<file path="config.mk">
export PLATFORM = sky130hd
export DESIGN_NAME = dist_disp_mux
export DESIGN_NICKNAME = d
export VERILOG_FILES = /design/src/rtl/radar_pkg.sv /design/src/rtl/bin2bcd_seq.sv /design/src/rtl/dist_disp_mux.sv
export SDC_FILE = /design/constraint.sdc
export NUM_CORES = 1
export LEC_CHECK = 0
export CAP_MARGIN = 10
export CORE_AREA = 2 2 105 107
export DETAILED_ROUTE_END_ITERATION = 10
export DIE_AREA = 0 0 107 109
export MAX_ROUTING_LAYER = met4
export PLACE_DENSITY = 0.5
export SYNTH_ARGS = -nofsm -noshare
export SYNTH_HDL_FRONTEND = slang
export SYNTH_SLANG_ARGS = --single-unit
</file>
<file path="constraint.sdc">
create_clock -name clk -period 2.1 [get_ports clk]
set_input_delay 0.315 -clock clk [delete_from_list [all_inputs] [get_ports clk]]
set_output_delay 0.315 -clock clk [all_outputs]
set_load 0.01 [all_outputs]
</file>
<file path="src/rtl/radar_pkg.sv">
// Shared definitions for the distance display path: FSM encoding, digit count
// and 7-segment codes (active high, bit6=a .. bit0=g).
// Latency: n/a (package). Backpressure: n/a.
package radar_pkg;

  localparam int NUM_DIGITS = 4;
  localparam int BIN_W      = 11;
  localparam int BCD_W      = 4 * NUM_DIGITS;

  typedef enum logic [1:0] {
    IDLE = 2'd0,
    CONV = 2'd1,
    LOAD = 2'd2
  } disp_state_t;

  localparam logic [6:0] SEG_0     = 7'b1111110;
  localparam logic [6:0] SEG_1     = 7'b0110000;
  localparam logic [6:0] SEG_2     = 7'b1101101;
  localparam logic [6:0] SEG_3     = 7'b1111001;
  localparam logic [6:0] SEG_4     = 7'b0110011;
  localparam logic [6:0] SEG_5     = 7'b1011011;
  localparam logic [6:0] SEG_6     = 7'b1011111;
  localparam logic [6:0] SEG_7     = 7'b1110000;
  localparam logic [6:0] SEG_8     = 7'b1111111;
  localparam logic [6:0] SEG_9     = 7'b1111011;
  localparam logic [6:0] SEG_BLANK = 7'b0000000;

  // Non-decimal nibbles cannot come out of the converter; show them blank.
  function automatic logic [6:0] seg_encode(input logic [3:0] d);
    case (d)
      4'd0:    seg_encode = SEG_0;
      4'd1:    seg_encode = SEG_1;
      4'd2:    seg_encode = SEG_2;
      4'd3:    seg_encode = SEG_3;
      4'd4:    seg_encode = SEG_4;
      4'd5:    seg_encode = SEG_5;
      4'd6:    seg_encode = SEG_6;
      4'd7:    seg_encode = SEG_7;
      4'd8:    seg_encode = SEG_8;
      4'd9:    seg_encode = SEG_9;
      default: seg_encode = SEG_BLANK;
    endcase
  endfunction

endpackage

</file>
<file path="src/rtl/bin2bcd_seq.sv">
// Sequential double-dabble: 11-bit binary to four BCD nibbles, one bit per clk.
// Latency: start sampled at edge N, iterations on edges N+1..N+11, bcd valid after N+11.
// Backpressure: none; start is ignored while a conversion runs.
// Ports: clk, rst_n (async active-low), start/bin (request), done (final
// iteration happens on the coming edge), bcd (result, thousands in [15:12]).
module bin2bcd_seq
  import radar_pkg::*;
(
  input  logic             clk,
  input  logic             rst_n,
  input  logic             start,
  input  logic [BIN_W-1:0] bin,
  output logic             done,
  output logic [BCD_W-1:0] bcd
);

  localparam logic [3:0] LAST_ITER = 4'(BIN_W - 1);

  logic [BIN_W-1:0] bin_q;
  logic [BCD_W-1:0] bcd_q;
  logic [3:0]       iter_q;
  logic             run_q;
  logic [BCD_W-1:0] bcd_adj;

  // Add-3 correction on every nibble that would overflow past 9 after the shift.
  always_comb begin
    bcd_adj = bcd_q;
    for (int i = 0; i < NUM_DIGITS; i++) begin
      if (bcd_q[4*i +: 4] >= 4'd5) begin
        bcd_adj[4*i +: 4] = bcd_q[4*i +: 4] + 4'd3;
      end
    end
  end

  always_ff @(posedge clk or negedge rst_n) begin
    if (!rst_n) begin
      bin_q  <= '0;
      bcd_q  <= '0;
      iter_q <= '0;
      run_q  <= 1'b0;
    end else if (run_q) begin
      bcd_q <= {bcd_adj[BCD_W-2:0], bin_q[BIN_W-1]};
      bin_q <= {bin_q[BIN_W-2:0], 1'b0};
      if (iter_q == LAST_ITER) begin
        iter_q <= '0;
        run_q  <= 1'b0;
      end else begin
        iter_q <= iter_q + 4'd1;
      end
    end else if (start) begin
      bin_q  <= bin;
      bcd_q  <= '0;
      iter_q <= '0;
      run_q  <= 1'b1;
    end
  end

  assign done = run_q && (iter_q == LAST_ITER);
  assign bcd  = bcd_q;

endmodule

</file>
<file path="src/rtl/dist_disp_mux.sv">
// Distance-to-display: converts an 11-bit cm reading to BCD and scans 4 digits.
// Latency: digits update on the 12th edge after the dist_valid edge.
// Backpressure: none; dist_valid outside IDLE is dropped, busy flags the window.
// Ports: clk, rst_n (async active-low), dist_cm/dist_valid (reading),
// seg_out (a..g active high), dig_en (one-hot, bit0 = units), busy.
module dist_disp_mux
  import radar_pkg::*;
#(
  parameter int SCAN_DIV = 27000,
  parameter int BLANK_LZ = 1
) (
  input  logic             clk,
  input  logic             rst_n,
  input  logic [BIN_W-1:0] dist_cm,
  input  logic             dist_valid,
  output logic [6:0]       seg_out,
  output logic [3:0]       dig_en,
  output logic             busy
);

  localparam int SCW = (SCAN_DIV > 1) ? $clog2(SCAN_DIV) : 1;
  localparam logic [SCW-1:0] SCAN_LAST = SCW'(SCAN_DIV - 1);

  disp_state_t                    state;
  logic                           conv_start;
  logic                           conv_done;
  logic [BCD_W-1:0]               conv_bcd;
  logic [NUM_DIGITS-1:0][3:0]     digits_q;
  logic [SCW-1:0]                 scan_cnt;
  logic [1:0]                     dig_idx;
  logic [NUM_DIGITS-1:0]          lead_zero;
  logic                           all_zero_above;
  logic                           blank;

  assign conv_start = (state == IDLE) && dist_valid;

  bin2bcd_seq u_bin2bcd (
    .clk   (clk),
    .rst_n (rst_n),
    .start (conv_start),
    .bin   (dist_cm),
    .done  (conv_done),
    .bcd   (conv_bcd)
  );

  // busy trails the state by one edge: it rises on the edge after capture and
  // covers the LOAD cycle before dropping once the FSM has settled in IDLE.
  always_ff @(posedge clk or negedge rst_n) begin
    if (!rst_n) begin
      state    <= IDLE;
      busy     <= 1'b0;
      digits_q <= '0;
    end else begin
      busy <= (state != IDLE);
      case (state)
        IDLE: if (dist_valid) state <= CONV;
        CONV: if (conv_done) state <= LOAD;
        LOAD: begin
          digits_q <= conv_bcd;
          state    <= IDLE;
        end
        default: state <= IDLE;
      endcase
    end
  end

  // Free-running scan; display updates never touch its phase.
  always_ff @(posedge clk or negedge rst_n) begin
    if (!rst_n) begin
      scan_cnt <= '0;
      dig_idx  <= '0;
    end else if (scan_cnt == SCAN_LAST) begin
      scan_cnt <= '0;
      dig_idx  <= dig_idx + 2'd1;
    end else begin
      scan_cnt <= scan_cnt + SCW'(1);
    end
  end

  // lead_zero[i] is set when digit i and every digit above it are zero.
  always_comb begin
    dig_en          = '0;
    dig_en[dig_idx] = 1'b1;
    lead_zero       = '0;
    all_zero_above  = 1'b1;
    for (int i = NUM_DIGITS - 1; i >= 0; i--) begin
      all_zero_above = all_zero_above && (digits_q[i] == 4'd0);
      lead_zero[i]   = all_zero_above;
    end
    blank   = (BLANK_LZ != 0) && (dig_idx != 2'd0) && lead_zero[dig_idx];
    seg_out = blank ? SEG_BLANK : seg_encode(digits_q[dig_idx]);
  end

endmodule
</file>
==> results of run 1 <==
worst max-delay path, cell delays in order, from the launching register on:
cell,delay (ps)
dfrtp_2,440
buf_6,120
mux4_2,570
buf_6,160
nor2b_4,140
nand2_4,90
a21oi_1,140
buf_2,150
placed cells by master, fill, tap and decap left out, drive strengths merged, types with 2 or more instances in the layout:
| cell type | n |
|---|---|
| a21oi | 20 |
| and3 | 2 |
| buf | 43 |
| clkbuf | 10 |
| clkdlybuf4s50 | 14 |
| clkinv | 2 |
| clkinvlp | 2 |
| dfrtp | 68 |
| dlygate4sd2 | 2 |
| ha | 20 |
| inv | 20 |
| mux2 | 14 |
| mux2i | 22 |
| mux4 | 4 |
| nand2 | 45 |
| nand2b | 8 |
| nand3 | 4 |
| nand4 | 5 |
| nor2 | 16 |
| nor2b | 3 |
| nor3 | 3 |
| nor3b | 6 |
| nor4 | 5 |
| o21ai | 29 |
| o22ai | 2 |
| o31ai | 2 |
| o32ai | 3 |
| or3 | 3 |
| or4 | 2 |
| xnor2 | 10 |
| xor2 | 9 |
path summary, 6_finish.rpt:
path	start	endpoint	slack, ps	cells past startpoint
worst max-delay path	dig_idx[0]	seg_out[4]	-350	7
worst min-delay path	rst_n	scan_cnt[7]	410	2
worst max register to register	scan_cnt[2]	scan_cnt[13]	400	4
worst min register to register	u_bin2bcd.bin_q[10]	u_bin2bcd.bcd[0]	490	2
max in group asynchronous	rst_n	digits_q[11]	1080	3
min in group clk	u_bin2bcd.bin_q[10]	u_bin2bcd.bcd[0]	490	2
area by class of cell:
type,instances,area [µm²]
repair buffers,61,527
multi-input cells,247,1920
flip-flops and latches,68,1700
clock buffers,10,138
well taps,140,175
inverters,19,73.8
clock inverters,6,71.3
fillers,1044,5990
routing by layer:
layer  vias up  part of all wire (%)
met1      1299                    49
met5         -                     0
met4         0                   1.3
met2        35                    48
met3         8                   2.6
li1       1328                     -
state kept, by name (all words and copies together), names as in the netlist:
name              cells
u_bin2bcd.run_q       1
scan_cnt             15
u_bin2bcd.iter_q      4
busy                  1
u_bin2bcd.bin_q      11
dig_idx               2
state                 2
digits_q             16
u_bin2bcd.bcd        16
stage by stage:
stage          hold WS [ps]  setup slack, ps
4_1_cts                 411             -373
3_3_place_gp            241             -447
5_1_grt                 429             -473
6_report                407             -348
3_5_place_dp            242             -500
2_1_floorplan          19.4             7.46
power groups by stage:
stage / Sequential, mW / Combinational (mW) / Clock, mW
5_1_grt: 1.95 / 1.99 / 1.22
3_3_place_gp: 1.92 / 1.69 / 0
4_1_cts: 1.90 / 1.72 / 1.16
3_5_place_dp: 1.92 / 1.71 / 0
6_report: 1.90 / 1.74 / 1.12
2_1_floorplan: 1.83 / 1.30 / 0
timing repair:
action | 4_1_cts | 5_1_grt
hold buffers | 1 | 0
pin swaps | 1 | 6
endpoints found under the hold margin | 13 | 0
gates resized for setup | 50 | 21
setup buffers | 6 | 1
endpoints found under the setup margin | 7 | 7
logic make-up after synthesis:
kind of cell | Yosys count
AOI/OAI and AO/OA | 63
xor gates and xnor gates | 19
adders and majority gates | 20
buffers and inverters | 34
DFF | 68
muxes | 40
and+or+nand+nor | 105
==> impl_metrics.csv, run 1 <==
group,metric,value,unit
outcome,status,"complete, but fails checks",
outcome,failed_checks,"setup timing",
synthesis,synth_cells,349,
pwr,swShare,35.2,%
place,io_buffers,25,
cts,clock_latency,340,ps
flow_run,cap_violations,0,
synthesis,synthesis.area,3640,µm²
pwr,power_frac_comb,36.6,%
synthesis,synth_cell_type_count,46,
floorplanning,num_rows,38,
place,dp_hpwl,4910,µm
place,place_congestion,0.811,
worst_setup_path,crit_path_end_kind,"primary output",
timing,finalSetupViolCount,7,
timing,layout_min_cycle_time,2450,ps
grt,antenna_found_initial,0,
grt,grt_max_degree,56,
grt,grt_pass1_wl,12600,µm
place,place_area,4230,µm²
synthesis,yosysMostFrequentCell,"dfrtp_1",
synthesis,synth-adder-area-share,6.87,%
synthesis,synth-edff-count,0,
synthesis,syn-num-nets,383,
cts,cts_sinks,68,
cts,cts_root_buf,"clkbuf_8",
grt,grt_overflow_total,0,
floorplanning,core,10600,µm²
worst_hold_path,min_path_type,"in2async",
grt,grt.busiest_layer,"met2",
synthesis,yosys-top-cells-count,"dfrtp_1 (68), nand2_1 (44), o21ai_0 (29), mux2i_1 (22), ha_1 (20)",
pwr,pwr-share-clk,23.5,%
grt,grtUsageMet2,22.0,%
final_layout,layout-drive-gt1-share,27.5,%
synthesis,synth_top_family_by_area,"simple AND/OR/NAND/NOR gates",
worst_setup_path,start_kind,"flop",
synthesis,synthFlopType,"dfrtp_1",
cts,htree_levels,3,
pwr,p_per_area,1030,nW/µm²
pwr,netSwitchingPower,1.67,mW
final_layout,syn_to_final_growth,26.7,%
floorplanning,start_util,34.3,%
synthesis,muxShareOfSynthArea,12.9,%
pwr,pwr-share-seq,39.9,%
routing,avgViaCountPerCell,4.85,
worst_setup_path,crit_fanout,5,
final_layout,fin_nets,440,
synthesis,synth_area_per_cell,10.4,µm²
grt,use_met3,2.87,%
cts,cts_tree,"done",
grt,grt_pass1_vias,2671,
grt,track_usage,13.9,%
floorplanning,fp.dieW,107,µm
routing,routedWlPerCell,13.0,µm
pwr,internal-power,3.08,mW
pwr,ir_worst_vdd,0.000362,V
final_layout,final_area,4610,µm²
routing,drtAntennaViolNets,0,
timing,max_freq,408,MHz
synthesis,ys_ff_latch,68,
timing,period_share,117,%
synthesis,yosys-top-cells-area,"dfrtp_1 (47%), ha_1 (6.9%), mux2i_1 (6.0%), nand2_1 (4.5%), mux2_2 (4.3%)",
routing,drt-total-wl,7180,µm
synthesis,synth_seq_area_share,46.7,%
routing,vias,2670,
timing,finalClockSkew,11.6,ps
worst_setup_path,path_class,"reg2out",
synthesis,synthSimpleGateAreaFrac,14.6,%
place,dp_cells,527,
timing,finalSetupTns,-2260,ps
synthesis,synth_top_area_share,46.7,%
routing,drc,0,
final_layout,final_core_util,43.5,%
synthesis,ys_warn_count,0,
synthesis,synth_top_cell_by_area,"dfrtp_1",
pwr,p_total,4.76,mW
grt,met1_usage,17.7,%
timing,final-hold-violation-count,0,
floorplanning,die_h,109,µm
routing,drt_iter0_markers,79,
pwr,p_leak,2.07,nW
synthesis,synth_xor_area_share,4.57,%
floorplanning,dieArea,11700,µm²
synthesis,synth_compound_area_share,10.5,%
final_layout,num_antenna_cells,0,
timing,rsz0062_at_grt,"yes",
floorplanning,io_pins,26,
routing,drtPass1Iterations,6,
final_layout,layoutNonFillerInstCount,551,
synthesis,synth_async_sr_flop_share,100,%
worst_setup_path,arrival,2130,ps
cts,cts.clk_slew.worst_paths,80,ps
timing,tightest_slew,498,ps
timing,maxSlewViolCount,0,
timing,relSlewSlack,66.7,%
cts,clk_path_buf_depth,2,
worst_setup_path,crit_required,1780,ps
cts,numCtsBuffers,9,
timing,fin_ws,-348,ps
(Power assumes the default switching activity.)
==> run 2: changes to the inputs <==
--- a/config.mk
+++ b/config.mk
@@ -7,6 +7,7 @@
 export LEC_CHECK = 0
 export CAP_MARGIN = 10
 export CORE_AREA = 2 2 105 107
+export CTS_CLUSTER_DIAMETER = 150
 export DETAILED_ROUTE_END_ITERATION = 10
 export DIE_AREA = 0 0 107 109
 export MAX_ROUTING_LAYER = met4
==> results of run 2 <==
Same layout as run 1: the final DEF is identical, and so are final timing and power.
==> run 3: changes to the inputs <==
--- a/config.mk
+++ b/config.mk
@@ -12,6 +12,7 @@
 export DIE_AREA = 0 0 107 109
 export MAX_ROUTING_LAYER = met4
 export PLACE_DENSITY = 0.5
+export SLEW_MARGIN = 20
 export SYNTH_ARGS = -nofsm -noshare
 export SYNTH_HDL_FRONTEND = slang
 export SYNTH_SLANG_ARGS = --single-unit
==> results of run 3 <==
Same layout as run 1: the final DEF is identical, and so are final timing and power.
